File: src/rtl/sync_fifo_flags.sv
// Single-clock FIFO with occupancy count, almost-full/empty levels and sticky over/underflow flags; SYNC_FIFO_FWFT_EN selects fall-through reads.
// Latency: 1 cycle registered read (0 with SYNC_FIFO_FWFT_EN); count and flags update on the same edge as the pointers.
// Backpressure: writes while full and reads while empty are dropped and raise the sticky error flags.
module sync_fifo_flags #(
  parameter int DEPTH      = 8,
  parameter int DATA_WIDTH = 4,
  parameter int AF_LEVEL   = DEPTH - 2,
  parameter int AE_LEVEL   = 2
) (
  input  logic                       i_clk,
  input  logic                       i_rstn,
  input  logic                       i_wr_en,
  input  logic [DATA_WIDTH-1:0]      i_wr_data,
  input  logic                       i_rd_en,
  input  logic                       i_clr_err,
  output logic [DATA_WIDTH-1:0]      o_rd_data,
  output logic                       o_full,
  output logic                       o_empty,
  output logic                       o_almost_full,
  output logic                       o_almost_empty,
  output logic [$clog2(DEPTH):0]     o_count,
  output logic                       o_overflow,
  output logic                       o_underflow
);

  localparam int PTR_WIDTH = $clog2(DEPTH);
  localparam int CW        = PTR_WIDTH + 1;
  localparam logic [CW-1:0] CNT_ONE  = CW'(1);
  localparam logic [CW-1:0] CNT_FULL = CW'(DEPTH);
  localparam logic [CW-1:0] CNT_AF   = CW'(AF_LEVEL);
  localparam logic [CW-1:0] CNT_AE   = CW'(AE_LEVEL);
  localparam logic [PTR_WIDTH:0] PTR_ONE = (PTR_WIDTH + 1)'(1);

  logic [DATA_WIDTH-1:0] mem [DEPTH];
  logic [PTR_WIDTH:0]    wr_ptr;
  logic [PTR_WIDTH:0]    rd_ptr;
  logic [CW-1:0]         count_next;
  logic                  wr_acc;
  logic                  rd_acc;

  assign wr_acc = i_wr_en & ~o_full;
  assign rd_acc = i_rd_en & ~o_empty;

  always_comb begin
    count_next = o_count;
    if (wr_acc && !rd_acc) begin
      count_next = o_count + CNT_ONE;
    end else if (rd_acc && !wr_acc) begin
      count_next = o_count - CNT_ONE;
    end
  end

  // Flags come from count_next so they move on the same edge as o_count.
  always_ff @(posedge i_clk or negedge i_rstn) begin
    if (!i_rstn) begin
      wr_ptr         <= '0;
      rd_ptr         <= '0;
      o_count        <= '0;
      o_full         <= 1'b0;
      o_empty        <= 1'b1;
      o_almost_full  <= 1'b0;
      o_almost_empty <= 1'b1;
      o_overflow     <= 1'b0;
      o_underflow    <= 1'b0;
    end else begin
      if (wr_acc) wr_ptr <= wr_ptr + PTR_ONE;
      if (rd_acc) rd_ptr <= rd_ptr + PTR_ONE;
      o_count        <= count_next;
      o_full         <= (count_next == CNT_FULL);
      o_empty        <= (count_next == '0);
      o_almost_full  <= (count_next >= CNT_AF);
      o_almost_empty <= (count_next <= CNT_AE);
      o_overflow     <= (i_wr_en & o_full)  | (o_overflow  & ~i_clr_err);
      o_underflow    <= (i_rd_en & o_empty) | (o_underflow & ~i_clr_err);
    end
  end

  always_ff @(posedge i_clk) begin
    if (wr_acc) mem[wr_ptr[PTR_WIDTH-1:0]] <= i_wr_data;
  end

`ifdef SYNC_FIFO_FWFT_EN
  assign o_rd_data = mem[rd_ptr[PTR_WIDTH-1:0]];
`else
  always_ff @(posedge i_clk or negedge i_rstn) begin
    if (!i_rstn) begin
      o_rd_data <= '0;
    end else if (rd_acc) begin
      o_rd_data <= mem[rd_ptr[PTR_WIDTH-1:0]];
    end
  end
`endif

endmodule

File: config.mk
export PLATFORM = sky130hd
export DESIGN_NAME = sync_fifo_flags
export DESIGN_NICKNAME = d
export VERILOG_FILES = /design/src/rtl/sync_fifo_flags.sv
export SDC_FILE = /design/constraint.sdc
export NUM_CORES = 1
export LEC_CHECK = 0
export ABC_CLOCK_PERIOD_IN_PS = 5200
export BUFFER_PORTS_ARGS = -buffer_cell sky130_fd_sc_hd__buf_2
export CORE_ASPECT_RATIO = 0.8
export CORE_MARGIN = 8
export CORE_UTILIZATION = 62
export CTS_CLUSTER_DIAMETER = 80
export CTS_CLUSTER_SIZE = 16
export DETAILED_ROUTE_END_ITERATION = 10
export PLACE_DENSITY_LB_ADDON = 0.08
export SLEW_MARGIN = 20
export SYNTH_ARGS = -nofsm -noshare
export SYNTH_HDL_FRONTEND = slang
export SYNTH_SLANG_ARGS = --single-unit
File: constraint.sdc
create_clock -name i_clk -period 5.2 [get_ports i_clk]
set_input_delay 0.26 -clock i_clk [delete_from_list [all_inputs] [get_ports i_clk]]
set_output_delay 0.26 -clock i_clk [all_outputs]
set_load 0.1 [all_outputs]
==> flow_metrics.tcl, run 1 <==
set metrics [dict create \
    status "finished clean" \
    track_usage 0.154 \
    netlist_instances 149 \
    insertedDiodeCount 0 \
    cts_tree "built" \
    fillerInstances 224 \
    initial_core_util 0.646 \
    synth_top_family_by_area "simple AND/OR/NAND/NOR gates" \
    routed_wl_mm 3.96 \
    grt_pass1_wl_mm 6.53 \
    die_area_mm2 0.00571 \
    cp.required_ns 5.14 \
    cp.arrival_ns 2.06 \
    dr.pass1.iters 4 \
    routed_via_density 5.92 \
    worst_slew_pin_slew_ns 0.717 \
    critPathKind "register to register" \
    mostFrequentLayoutCell "edfxtp_1" \
    synth-edff-count 32 \
    setup-violations-final 0 \
    max_freq_mhz 472 \
    io_buffers 22 \
    ys_types 35 \
    cap_violations 0 \
    yosys.area_share.xor_xnor 0.0200 \
    fp.dieH_um 69.2 \
    ant_nets 0 \
    netlist.area_leader.share 0.438 \
    cts_resized 0 \
    grt_pass1_vias 1290 \
    seq_area_frac_synth 0.667 \
    cts.path.max_buffers 2 \
    rsz0062_at_grt "false" \
    synth_top_area_cell "edfxtp_1" \
    fp.dieW_um 82.5 \
    gr-usage-met2 0.225 \
    setup.worst_path.start_class "register" \
    fp-row-count 19 \
    min_period_over_period 0.407 \
    synth_compound_area_frac 0.0559 \
    drtIter0Drc 115 \
    skew_ns 0.00569 \
    root_buffer "clkbuf_8" \
    min_period_ns 2.12 \
    ys.warnings.count 0 \
    ys_ff_latch 52 \
    finalWeightedCongestion 0.812 \
    vias 1278 \
    drive_gt1_frac 0.259 \
    synth.area.top_cells "edfxtp_1 44%, dfrtp_1 21%, mux4_2 8.2%" \
    synth_mux_area_frac 0.100 \
    grt_max_degree 21 \
    relSlewSlack 0.521 \
    syn_avg_cell_area_um2 14.7 \
    layout_common_cells "32 x edfxtp_1, 22 x buf_2, 19 x nand2_1, 18 x dfrtp_1, 9 x nor2_1" \
    synth_area_mm2 0.00219 \
    cts_buffers 5 \
    async_reset_ff_frac 0.385 \
    synthAdderAreaFrac 0.0228 \
    crit_path_end_kind "register" \
    setup_tns_ns 0 \
    area_growth_pct 11.2 \
    layout.nets 186 \
    ctsHoldBuffers 1 \
    synthSimpleGateAreaFrac 0.111 \
    grt_remaining_overflow 0 \
    hp-class "input port to register" \
    use_met3 0.0427 \
    top_usage_layer "met2" \
    htree_levels 2 \
    dp_hpwl_mm 2.99 \
    worst_skew_pair.late_latency_ns 0.30 \
    synthFlopType "edfxtp_1" \
    antenna_found_initial 0 \
    cts_sinks 52 \
    hold_violations 0 \
    ioPinCount 23 \
    cts_setup_buffers 0 \
    use_met1 0.203 \
    wl_per_cell_um 18.4 \
    core_area_mm2 0.00340 \
    worstPathMaxFanout 10 \
    synth_fp_nets 162 \
    remaining_drc_errors 0 \
    maxSlewViolCount 0 \
    clk_pin_slew_ns 0.09 \
]
==> critical path, cell delays in order, from the launching register on <==
cell and delay [ns]:
dfrtp_1 0.41, nor2b_1 0.57, nand2b_1 0.25, nor3_1 0.52
==> layout make-up <==
cell class | instances | area, um2 | area share
flip-flops and latches | 52 | 1460 | 0.600
repair buffers | 23 | 120 | 0.0492
inverters | 4 | 15.0 | 0.00615
well taps | 42 | 52.6 | 0.0215
multi-input cells | 87 | 679 | 0.278
clock inverters | 1 | 8.76 | 0.00359
clock buffers | 7 | 101 | 0.0415
==> final timing paths <==
kind | startpoint | endpoint | slack, ns | cells past startpoint
max in group asynchronous | i_rstn | o_empty | 4.46 | 2
setup reg to reg | o_full | mem[0][0] | 3.08 | 3
setup / recovery | o_full | mem[0][0] | 3.08 | 3
min in group asynchronous | i_rstn | o_full | 0.42 | 2
hold reg to reg | o_rd_data[1] | o_rd_data[1] | 0.48 | 2
hold / removal | i_clr_err | o_underflow | 0.15 | 2
==> Yosys cell counts, drive strengths merged, types with 4 or more instances <==
library cell,count
edfxtp,32
nand2,19
dfrtp,18
nor2,9
o21ai,9
mux4,8
nand2b,5
nor3,5
xnor2,5
buf,4
ha,4
inv,4
mux2i,4
==> metal layers <==
metal  wire length (um)  vias to the layer above  share of wire
met1               1740                      620           0.44
li1                   -                      598              -
met5                  0                        -              0
met3                221                       14          0.056
met4                113                        0          0.029
met2               1890                       46           0.48
==> state kept, by name, indices dropped and copies added (netlist names) <==
signal,count
o_count,4
o_almost_full,1
rd_ptr,3
o_full,1
mem,32
o_overflow,1
wr_ptr,3
o_rd_data,4
o_underflow,1
o_empty,1
o_almost_empty,1
==> cell families after synthesis <==
group | after synthesis
adder cells (fa/ha/maj) | 4
flip-flops | 52
AO/OA/AOI/OAI | 18
XOR/XNOR | 5
multiplexers | 12
buffers and inverters | 10
AND/OR/NAND/NOR | 48
==> metrics by stage <==
step	hold slack (ns)	cells	setup WS [ns]	area, um2	utilization
after floorplan	-0.0356	149	2.87	2190	-
after global placement	0.214	207	3.25	2320	0.683
after detailed placement	0.217	207	3.11	2320	0.683
after CTS	0.133	216	3.09	2440	0.718
after global routing	0.140	216	2.96	2440	0.718
final	0.146	216	3.08	2440	0.718
Power of run 1 is left out: the tool's default activity adds up to more than one toggle a clock period on the data nets, which glitch-free logic cannot reach.
==> inputs of run 2 (changes only) <==
--- a/config.mk
+++ b/config.mk
@@ -5,11 +5,11 @@
 export SDC_FILE = /design/constraint.sdc
 export NUM_CORES = 1
 export LEC_CHECK = 0
-export ABC_CLOCK_PERIOD_IN_PS = 5200
+export ABC_CLOCK_PERIOD_IN_PS = 2100
 export BUFFER_PORTS_ARGS = -buffer_cell sky130_fd_sc_hd__buf_2
 export CORE_ASPECT_RATIO = 0.8
 export CORE_MARGIN = 8
-export CORE_UTILIZATION = 62
+export CORE_UTILIZATION = 57
 export CTS_CLUSTER_DIAMETER = 80
 export CTS_CLUSTER_SIZE = 16
 export DETAILED_ROUTE_END_ITERATION = 10
==> constraint.sdc (replaced) <==
create_clock -name i_clk -period 2.1 [get_ports i_clk]
set_input_delay 0.105 -clock i_clk [delete_from_list [all_inputs] [get_ports i_clk]]
set_output_delay 0.105 -clock i_clk [all_outputs]
set_load 0.1 [all_outputs]
==> flow_metrics.tcl, run 2 (same netlist as run 1, synthesis figures left out) <==
set metrics [dict create \
    status "finished clean" \
    grt_remaining_overflow 0 \
    finalWeightedCongestion 0.943 \
    hold_violations 0 \
    fp.dieW_um 85.4 \
    relSlewSlack 0.676 \
    root_buffer "clkbuf_8" \
    dpl_cell_area_mm2 0.00238 \
    cts_buffers 5 \
    worst_slew_pin_slew_ns 0.489 \
    setup-violations-final 0 \
    grt_max_degree 21 \
    remaining_drc_errors 0 \
    path_delay_family "simple AND/OR/NAND/NOR gates" \
    hp-class "input port to register" \
    fin_area_mm2 0.00250 \
    layout.nets 193 \
    insertedDiodeCount 0 \
    drtIter0Drc 122 \
    track_usage 0.136 \
    cap_violations 0 \
    maxSlewViolCount 0 \
    ant_nets 0 \
    setup.worst_path.start_class "register" \
    routed_via_density 5.68 \
    cp_slowest_cell "dfrtp_2" \
    clk_pin_slew_ns 0.09 \
    cts.path.max_buffers 2 \
    worstPathCellList "nand2b_1, and3_4, or3_4, a2111oi_2" \
    grt_pass1_wl_mm 6.27 \
    worstPathMaxFanout 7 \
    dr.pass1.iters 4 \
    rsz0062_at_grt "false" \
    drive_gt1_frac 0.293 \
    vias 1278 \
    die_area_mm2 0.00610 \
    largest_reg_flops 32 \
    worst_skew_pair.late_latency_ns 0.30 \
    min_period_ns 1.80 \
    grt_pass1_vias 1261 \
    max_freq_mhz 556 \
    cts_sinks 52 \
    cp.required_ns 2.29 \
    cts_setup_buffers 0 \
    setup_tns_ns 0 \
    cp.arrival_ns 1.99 \
    wl_per_cell_um 17.6 \
    dp_hpwl_mm 2.92 \
    antenna_found_initial 0 \
    area_growth_pct 14.1 \
    core_area_mm2 0.00375 \
    critPathKind "register to register" \
    fp-row-count 20 \
    routed_wl_mm 3.96 \
    ioPinCount 23 \
    fp.dieH_um 71.5 \
    max_stage_delay_ns 0.43 \
    io_buffers 22 \
    crit_path_end_kind "register" \
    critPathBufInv 0 \
    initial_core_util 0.585 \
    cts_tree "built" \
    skew_ns 0.00534 \
    layout_common_cells "32 x edfxtp_1, 22 x buf_2, 19 x nand2_1, 15 x dfrtp_1, 9 x nor2_1" \
    min_period_over_period 0.857 \
    htree_levels 2 \
    mostFrequentLayoutCell "edfxtp_1" \
]
## run 2: per-stage QoR
stage	utilization	hold slack [ns]	worst slack, ns	std cells
after global placement	0.633	0.0638	0.213	215
after floorplan	-	-0.191	0.0931	149
final	0.667	0.0389	0.300	225
after CTS	0.667	0.0314	0.0923	225
after global routing	0.667	0.0837	0.172	225
after detailed placement	0.633	0.0761	0.122	215
## run 2: final timing paths
kind	slack [ns]	cells after the start	end	startpoint
max in group asynchronous	1.49	2	o_almost_empty	i_rstn
setup / recovery	0.30	4	o_full	o_full
setup reg to reg	0.30	4	o_full	o_full
min in group asynchronous	0.27	2	wr_ptr[1]	i_rstn
hold / removal	0.04	3	o_overflow	i_wr_en
hold reg to reg	0.48	2	o_rd_data[1]	o_rd_data[1]
## run 2: cell type report
type / count / area, um2
well taps: 44 / 55.1
repair buffers: 30 / 175
clock inverters: 3 / 37.5
fillers: 276 / 1250
flip-flops and latches: 52 / 1470
inverters: 4 / 15.0
multi-input cells: 87 / 682
clock buffers: 5 / 68.8
## run 2: per-layer routing
metal  global-route usage  vias up  share of wire
met5                    0        -              0
met4               0.0484        0         0.0058
met3               0.0331        4          0.056
met2                0.191       31           0.46
met1                0.197      627           0.48
li1                     -      616              -
## run 2: worst register-to-register path: stages, from the launching register on
cell,delay (ns)
dfrtp_2,0.43
nand2b_1,0.27
and3_4,0.24
or3_4,0.39
a2111oi_2,0.37
## run 2: repair_timing
item / CTS / global route
hold buffers: 2 / 0
gates resized for setup: 0 / 1
hold endpoints to repair: 20 / 0
setup endpoints to repair: 0 / 2
Power of run 2 is left out for the same reason.
